## src/rtl/piso_serializer_if.sv

```systemverilog
// Parallel-in / serial-out handshake bundle: word input side plus serial output side.
interface piso_serializer_if #(
    parameter int unsigned WIDTH = 4
);
    logic [WIDTH-1:0] data_in;
    logic             msb_first;
    logic             in_valid;
    logic             in_ready;
    logic             ser_out;
    logic             ser_valid;
    logic             ser_ready;
    logic             ser_last;

    // Producer of words / consumer of serial bits.
    modport master (
        output data_in,
        output msb_first,
        output in_valid,
        output ser_ready,
        input  in_ready,
        input  ser_out,
        input  ser_valid,
        input  ser_last
    );

    // The serializer itself.
    modport slave (
        input  data_in,
        input  msb_first,
        input  in_valid,
        input  ser_ready,
        output in_ready,
        output ser_out,
        output ser_valid,
        output ser_last
    );
endinterface

```

## src/rtl/piso_serializer.sv

```systemverilog
// Serializer with a one-entry holding buffer in front of a shift register.
// Words are emitted MSB- or LSB-first as selected when each word is accepted;
// a buffered word loads on the same edge as the last bit of the previous one.
module piso_serializer #(
    parameter int unsigned WIDTH = 4
) (
    input  logic                clk,
    input  logic                resetn,
    input  logic                clear,
    output logic                busy,
    piso_serializer_if.slave    bus
);

    localparam int unsigned CNT_W = $clog2(WIDTH);
    localparam logic [CNT_W-1:0] LAST_CNT = CNT_W'(WIDTH - 1);

    typedef enum logic {
        IDLE  = 1'b0,
        SHIFT = 1'b1
    } state_t;

    state_t             state;
    logic [WIDTH-1:0]   shifter;
    logic               order;
    logic [CNT_W-1:0]   counter;
    logic [WIDTH-1:0]   hold_data;
    logic               hold_order;
    logic               hold_valid;

    logic               in_fire;
    logic               bit_xfer;
    logic               last_xfer;
    logic               load;
    logic [WIDTH-1:0]   shifted;

    // Handshake qualifiers and next shifter contents.
    always_comb begin
        in_fire   = 1'b0;
        bit_xfer  = 1'b0;
        last_xfer = 1'b0;
        load      = 1'b0;
        shifted   = shifter;

        in_fire   = bus.in_valid & ~hold_valid;
        bit_xfer  = (state == SHIFT) & bus.ser_ready;
        last_xfer = bit_xfer & (counter == LAST_CNT);
        // Load from the buffer when idle, or back-to-back on the final bit.
        load      = hold_valid & ((state == IDLE) | last_xfer);
        shifted   = order ? {shifter[WIDTH-2:0], 1'b0}
                          : {1'b0, shifter[WIDTH-1:1]};
    end

    // Holding buffer, shifter FSM and bit counter.
    always_ff @(posedge clk or negedge resetn) begin
        if (!resetn) begin
            state      <= IDLE;
            shifter    <= '0;
            order      <= 1'b0;
            counter    <= '0;
            hold_data  <= '0;
            hold_order <= 1'b0;
            hold_valid <= 1'b0;
        end else if (clear) begin
            // Abort: drop the buffered word and the word in flight.
            state      <= IDLE;
            shifter    <= '0;
            order      <= 1'b0;
            counter    <= '0;
            hold_valid <= 1'b0;
        end else begin
            // in_fire needs an empty buffer and load needs a full one,
            // so the two never occur on the same edge.
            if (in_fire) begin
                hold_data  <= bus.data_in;
                hold_order <= bus.msb_first;
                hold_valid <= 1'b1;
            end else if (load) begin
                hold_valid <= 1'b0;
            end

            if (load) begin
                shifter <= hold_data;
                order   <= hold_order;
                counter <= '0;
                state   <= SHIFT;
            end else if (bit_xfer) begin
                shifter <= shifted;
                if (last_xfer) begin
                    counter <= '0;
                    state   <= IDLE;
                end else begin
                    counter <= counter + CNT_W'(1);
                end
            end
        end
    end

    // Outputs decoded directly from registered state.
    assign bus.in_ready  = ~hold_valid;
    assign bus.ser_valid = (state == SHIFT);
    assign bus.ser_out   = order ? shifter[WIDTH-1] : shifter[0];
    assign bus.ser_last  = (state == SHIFT) && (counter == LAST_CNT);
    assign busy          = hold_valid | (state == SHIFT);

    // Counter stays within the word and rests at zero when idle.
    always_ff @(posedge clk) begin
        if (resetn) begin
            assert (counter <= LAST_CNT);
            assert ((state == SHIFT) || (counter == '0));
        end
    end

endmodule
```

## src/flat_wrapper.sv

```systemverilog
// flat-port wrapper written by rule: the top's interface ports become plain ports
module piso_serializer_flat 
#(
    parameter int unsigned WIDTH = 4
)
  (clk, resetn, clear, busy, bus_data_in, bus_msb_first, bus_in_valid, bus_ser_ready, bus_in_ready, bus_ser_out, bus_ser_valid, bus_ser_last);
  piso_serializer_if #(.WIDTH(WIDTH)) bus_i ();
  input  logic clk;
  input  logic resetn;
  input  logic clear;
  output logic busy;
  input wire logic [$bits(bus_i.data_in)-1:0] bus_data_in;
  input wire logic [$bits(bus_i.msb_first)-1:0] bus_msb_first;
  input wire logic [$bits(bus_i.in_valid)-1:0] bus_in_valid;
  input wire logic [$bits(bus_i.ser_ready)-1:0] bus_ser_ready;
  output wire logic [$bits(bus_i.in_ready)-1:0] bus_in_ready;
  output wire logic [$bits(bus_i.ser_out)-1:0] bus_ser_out;
  output wire logic [$bits(bus_i.ser_valid)-1:0] bus_ser_valid;
  output wire logic [$bits(bus_i.ser_last)-1:0] bus_ser_last;
  assign bus_i.data_in = bus_data_in;
  assign bus_i.msb_first = bus_msb_first;
  assign bus_i.in_valid = bus_in_valid;
  assign bus_i.ser_ready = bus_ser_ready;
  assign bus_in_ready = bus_i.in_ready;
  assign bus_ser_out = bus_i.ser_out;
  assign bus_ser_valid = bus_i.ser_valid;
  assign bus_ser_last = bus_i.ser_last;
  piso_serializer #(.WIDTH(WIDTH)) u_core (.clk(clk), .resetn(resetn), .clear(clear), .busy(busy), .bus(bus_i));
endmodule
```

## config.mk

```make
export PLATFORM = sky130hd
export DESIGN_NAME = piso_serializer_flat
export DESIGN_NICKNAME = d
export VERILOG_FILES = /design/src/rtl/piso_serializer_if.sv /design/src/rtl/piso_serializer.sv /design/src/flat_wrapper.sv
export SDC_FILE = /design/constraint.sdc
export NUM_CORES = 1
export LEC_CHECK = 0
export CAP_MARGIN = 20
export CORE_MARGIN = 1.5
export CORE_UTILIZATION = 44
export CTS_CLUSTER_SIZE = 25
export DETAILED_ROUTE_END_ITERATION = 12
export PLACE_DENSITY = 0.81
export RECOVER_POWER = 25
export SYNTH_ARGS = -nofsm -noshare
export SYNTH_HDL_FRONTEND = slang
export SYNTH_SLANG_ARGS = --single-unit
```

## constraint.sdc

```tcl
create_clock -name clk -period 1.7 [get_ports clk]
set_clock_uncertainty 0.1 [all_clocks]
set_input_delay 0.425 -clock clk [delete_from_list [all_inputs] [get_ports clk]]
set_output_delay 0.425 -clock clk [all_outputs]
set_load 0.01 [all_outputs]
```

Word level (Yosys, flattened, before mapping)
Cells that the tools add are included.
Word-level totals
  register bits: 14
  output and inout bits: 5
Operators by class
  add/subtract/negate cells: 1
  eq/ne operators: 1
  multiplexer cells: 18
  bitwise operators: 9
  reduce and logical (&&, ||, !) cells: 7
Operator list (number)
  two-way mux 4 bit: 4
  two-way mux 1 bit: 10
  nonzero test 3 bit: 3
  two-way mux 2 bit: 4
  bitwise AND 1 bit: 4
  AND reduction 2 bit: 2
  NOT 1 bit: 3
  adder 2 x 1 -> 2 bit, second input constant: 1
  equality test 2 bit, second input constant: 1
  OR 1 bit: 2
  nonzero test 2 bit: 1
  logical AND 1 bit: 1

Logic depth before layout (Yosys ltp)
  depth in word-level cells: 7
  depth in mapped cells: 4

Worst setup path after synthesis
Ideal clock, no wire load.
  path kind: register -> register
  start: reg u_core.counter[0]
  end: reg u_core.shifter[1]
  data arrival time: 1394 ps
  data required time: 1474 ps
  path slack: 80 ps
  cell stages (with the launch flop): 5
  buffers on the path: 0
  clock period less this slack: 1620 ps
  cells stage by stage: dfrtp_1 ha_1 a21bo_4 a21o_4 o32a_1
On the way
  word-level cells in the longest chain between the ends: 6
Ends and longest elaborated chain
  start: declaration: line piso_serializer.sv:25  | logic [CNT_W-1:0] counter;
  start signal: assignment: line piso_serializer.sv:92  | counter <= counter + CNT_W'(1);
  equality test 2 bit (*): line piso_serializer.sv:46  | last_xfer = bit_xfer & (counter == LAST_CNT);
  bitwise AND 1 bit (*): line piso_serializer.sv:46
  OR 1 bit (*): line piso_serializer.sv:48  | load = hold_valid & ((state == IDLE) | last_xfer);
  bitwise AND 1 bit (*): line piso_serializer.sv:48
  two-way mux 4 bit: line piso_serializer.sv:81  | if (load) begin
  two-way mux 4 bit: line piso_serializer.sv:63  | end else if (clear) begin
  end signal: assignment: line piso_serializer.sv:82  | shifter <= hold_data;
  end signal: assignment: line piso_serializer.sv:87  | shifter <= shifted;
  end: declaration: line piso_serializer.sv:23  | logic [WIDTH-1:0] shifter;
Every way passes the cells marked *; elsewhere a longest branch is shown, timed or not.
A chain may end at the register's enable or synchronous reset.

Worst setup path after layout
  start: reg u_core.counter[1]
  end: reg u_core.shifter[1]
Same word-level chain as after synthesis.

==> results.yml <==
status:
  status: "finished, violations left"
  failed_checks: "negative setup slack"
floorplanning:
  fp.dieH_um: 44.17
  design.core.area_um2: 1541
  initial_core_util_pct: 48.38
  die_w_um: 44.17
  dieArea_um2: 1951
  rows: 14
  ioPinCount: 15
setup_path:
  crit_fanout: 6
  rr_endpoint: "u_core.shifter[1]$_DFFE_PN0P_"
  rrSetupSlack_ns: -0.02
  critPathBufInv: 1
  crit_required_ns: 1.77
  path_depth: 5
  critical-path-top-delay-family: "compound AO/OA/AOI/OAI gates"
  path_cells: "ha_2 > buf_6 > a21bo_4 > a21o_4 > o32a_1"
  worstSetupEndpointType: "flop"
  reg2reg_from: "u_core.counter[1]$_DFFE_PN0P_"
  cp-start-kind: "flop"
  max_stage_delay_ns: 0.39
  rr_worst_depth: 5
  critPathSlowestCell: "dfrtp_1"
  path_class: "reg -> reg"
  critPathArrivalTime_ns: 1.79
final_layout:
  multi_input_area_um2: 389.1
  layout-drive-gt1-share_pct: 40.21
  final_common_cell: "buf_4"
  area_growth_pct: 43.79
  n_antenna_cell: 0
  nNetsFinal: 109
  seq_area_um2: 350.3
  final_cell_area_um2: 1072
  layout_common_cells: "16 x buf_4, 14 x dfrtp_1, 8 x clkdlybuf4s50_1"
  fin_util_pct: 69.56
  fill_cells: 124
synth:
  synth.avg_cell_area_um2: 11.47
  synth_adder_area_share_pct: 1.678
  ys_seq_area_share_pct: 46.98
  syn_nets: 76
  synth_cell_types: 28
  synth.area.top_cells: "dfrtp_1 47%, mux2_2 7.6%, mux2i_1 5.4%"
  synth_ff_type: "dfrtp_1"
  yosysTopAreaCell: "dfrtp_1"
  synth_top_family_by_area: "compound AO/OA/AOI/OAI gates"
  ys_ff_latch: 14
  synth_xor_area_share_pct: 0
  synth_top_area_share_pct: 46.98
  synth_mux_area_share_pct: 12.92
  synth-simple-area-share_pct: 15.94
  syn_inst: 65
  synth-edff-count: 0
  yosys_warnings: 0
  synth_async_sr_flop_share_pct: 100.0
  netlist_area_um2: 745.7
  synth-compound-area-share_pct: 18.79
job:
  maxCapViolCount: 0
cts:
  clkLatencyLatePin_ns: 0.29
  ctsHoldBuffers: 0
  clockBufferDepth: 2
  tritoncts: "built"
  cts-root-buf: "clkbuf_4"
  cts_sinks: 14
  htree_levels: 1
  clk_pin_slew_ns: 0.09
  cts_buffers: 3
detailed_routing:
  drt_iter0_drc: 6
  drc_errors: 0
  viasPerCell: 5.566
  first_pass_iters: 4
  routed_wl_um: 1595
  final_antenna_net_count: 0
  routedWlPerCell_um: 14.12
  dr_total_vias: 629
placement:
  numPortBuffers: 14
  hpwl_um: 1116
  place_area_um2: 994.7
  gp_congestion: 0.8687
power_and_ir_drop:
  p_int_mw: 0.6298
  p_sw_share_pct: 26.72
  peakVddDrop_mv: 0.5833
  leakagePower_nw: 0.4704
  power_density_nw_per_um2: 801.6
  p_total_mw: 0.8595
  clkPwrFrac_pct: 28.2
  seq_power_share_pct: 46.9
  switchingPower_mw: 0.2297
  p_comb_share_pct: 25.0
sta:
  drv_slew: 0
  fmax_mhz: 582.7
  fin_ws_ns: -0.01603
  whs_ns: 0.4108
  post-route-period-util_pct: 100.9
  period_minus_slack_ns: 1.716
  setup_viol: 2
  finalHoldViolCount: 0
  fin_setup_tns_ns: -0.02571
  maxSlewHeadroom_pct: 50.89
  rsz0062_at_grt: "true"
  tightest_slew_ns: 0.7367
grt:
  grt_usage_pct: 19.52
  grt_max_degree: 15
  grt-ovfl-total: 0
  grt_pass1_vias: 625
  grt_pass1_wl_um: 2704
  antenna_found_initial: 0
min_path:
  whs_endpoint: "u_core.hold_data[2]$_DFFE_PN0P_"
  hold_depth: 1
  hp-class: "reg -> reg"
  holdCritStartpoint: "u_core.hold_data[2]$_DFFE_PN0P_"
==> logic make-up (layout without fill, tap and decap cells) <==
group / after synthesis / in the layout
adders and majority gates: 1 / 1
buffers and inverters: 7 / 39
muxes: 9 / 9
DFF: 14 / 14
and+or+nand+nor: 19 / 19
AOI/OAI and AO/OA: 15 / 15
==> worst max path at each step <==
stage                                              from                       endpoint  slack, ns
after floorplan           u_core.counter[0]$_DFFE_PN0P_  u_core.shifter[1]$_DFFE_PN0P_       0.08
after global placement                    bus_ser_ready  u_core.shifter[1]$_DFFE_PN0P_      -0.20
after detailed placement                  bus_ser_ready  u_core.shifter[0]$_DFFE_PN0P_      -0.23
after CTS                 u_core.counter[0]$_DFFE_PN0P_  u_core.shifter[1]$_DFFE_PN0P_      0.002
after global routing      u_core.counter[1]$_DFFE_PN0P_  u_core.shifter[1]$_DFFE_PN0P_      -0.05
final                     u_core.counter[1]$_DFFE_PN0P_  u_core.shifter[1]$_DFFE_PN0P_      -0.02
==> metrics by stage <==
step	std cells	worst slack, ns
global route	113	-0.05425
global placement	105	-0.1952
CTS	110	0.001875
detailed placement	105	-0.2283
floorplan	65	0.08009
finish	113	-0.01603
==> metal layers <==
metal	track usage (%)	vias up	wire length, um
met2	32.65	14	797
li1	-	308	-
met1	23.28	303	704
met5	0	-	0
met3	2.449	4	63
met4	13.33	0	30
==> synthesized netlist by cell type, types with 2 or more instances <==
cell      count
clkbuf_1      2
dfrtp_1      14
nor3b_1       3
nand2b_1      2
mux2_2        5
mux2i_1       4
nand2_1       2
inv_1         3
nor2_1        5
and2_2        2
a221oi_1      3
o32a_1        4
==> worst reg2reg max path: stages, from the launching register on <==
cell and delay [ns]:
dfrtp_1 0.39, ha_2 0.19, buf_6 0.12, a21bo_4 0.22, a21o_4 0.24, o32a_1 0.35
==> what timing repair did <==
| action | CTS | global route |
|---|---|---|
| pin swaps | 3 | 5 |
| endpoints found under the setup margin | 9 | 6 |
| gates cloned | 0 | 0 |
| resized for setup | 17 | 5 |
| buffers inserted | 1 | 3 |
==> power by group through the flow <==
stage               logic [mW]  clock network (mW)  registers (mW)
finish                   0.215               0.242           0.403
global route             0.235               0.257           0.410
CTS                      0.212               0.247           0.402
detailed placement       0.211                   0           0.409
global placement         0.206                   0           0.408
floorplan                0.115                   0           0.403
==> area by class of cell <==
class,count,share of cell area (%)
well taps,16,1.867
repair buffers,32,24.74
multi-input cells,44,36.29
inverters,3,1.050
flip-flops and latches,14,32.67
clock buffers,4,3.384
==> state kept, by name, summed over array words and instances (netlist names) <==
register	cells
u_core.bus.ser_valid	1
u_core.shifter	4
u_core.hold_data	4
u_core.hold_order	1
u_core.counter	2
u_core.hold_valid	1
u_core.order	1
Power figures use the tool's default switching activity.
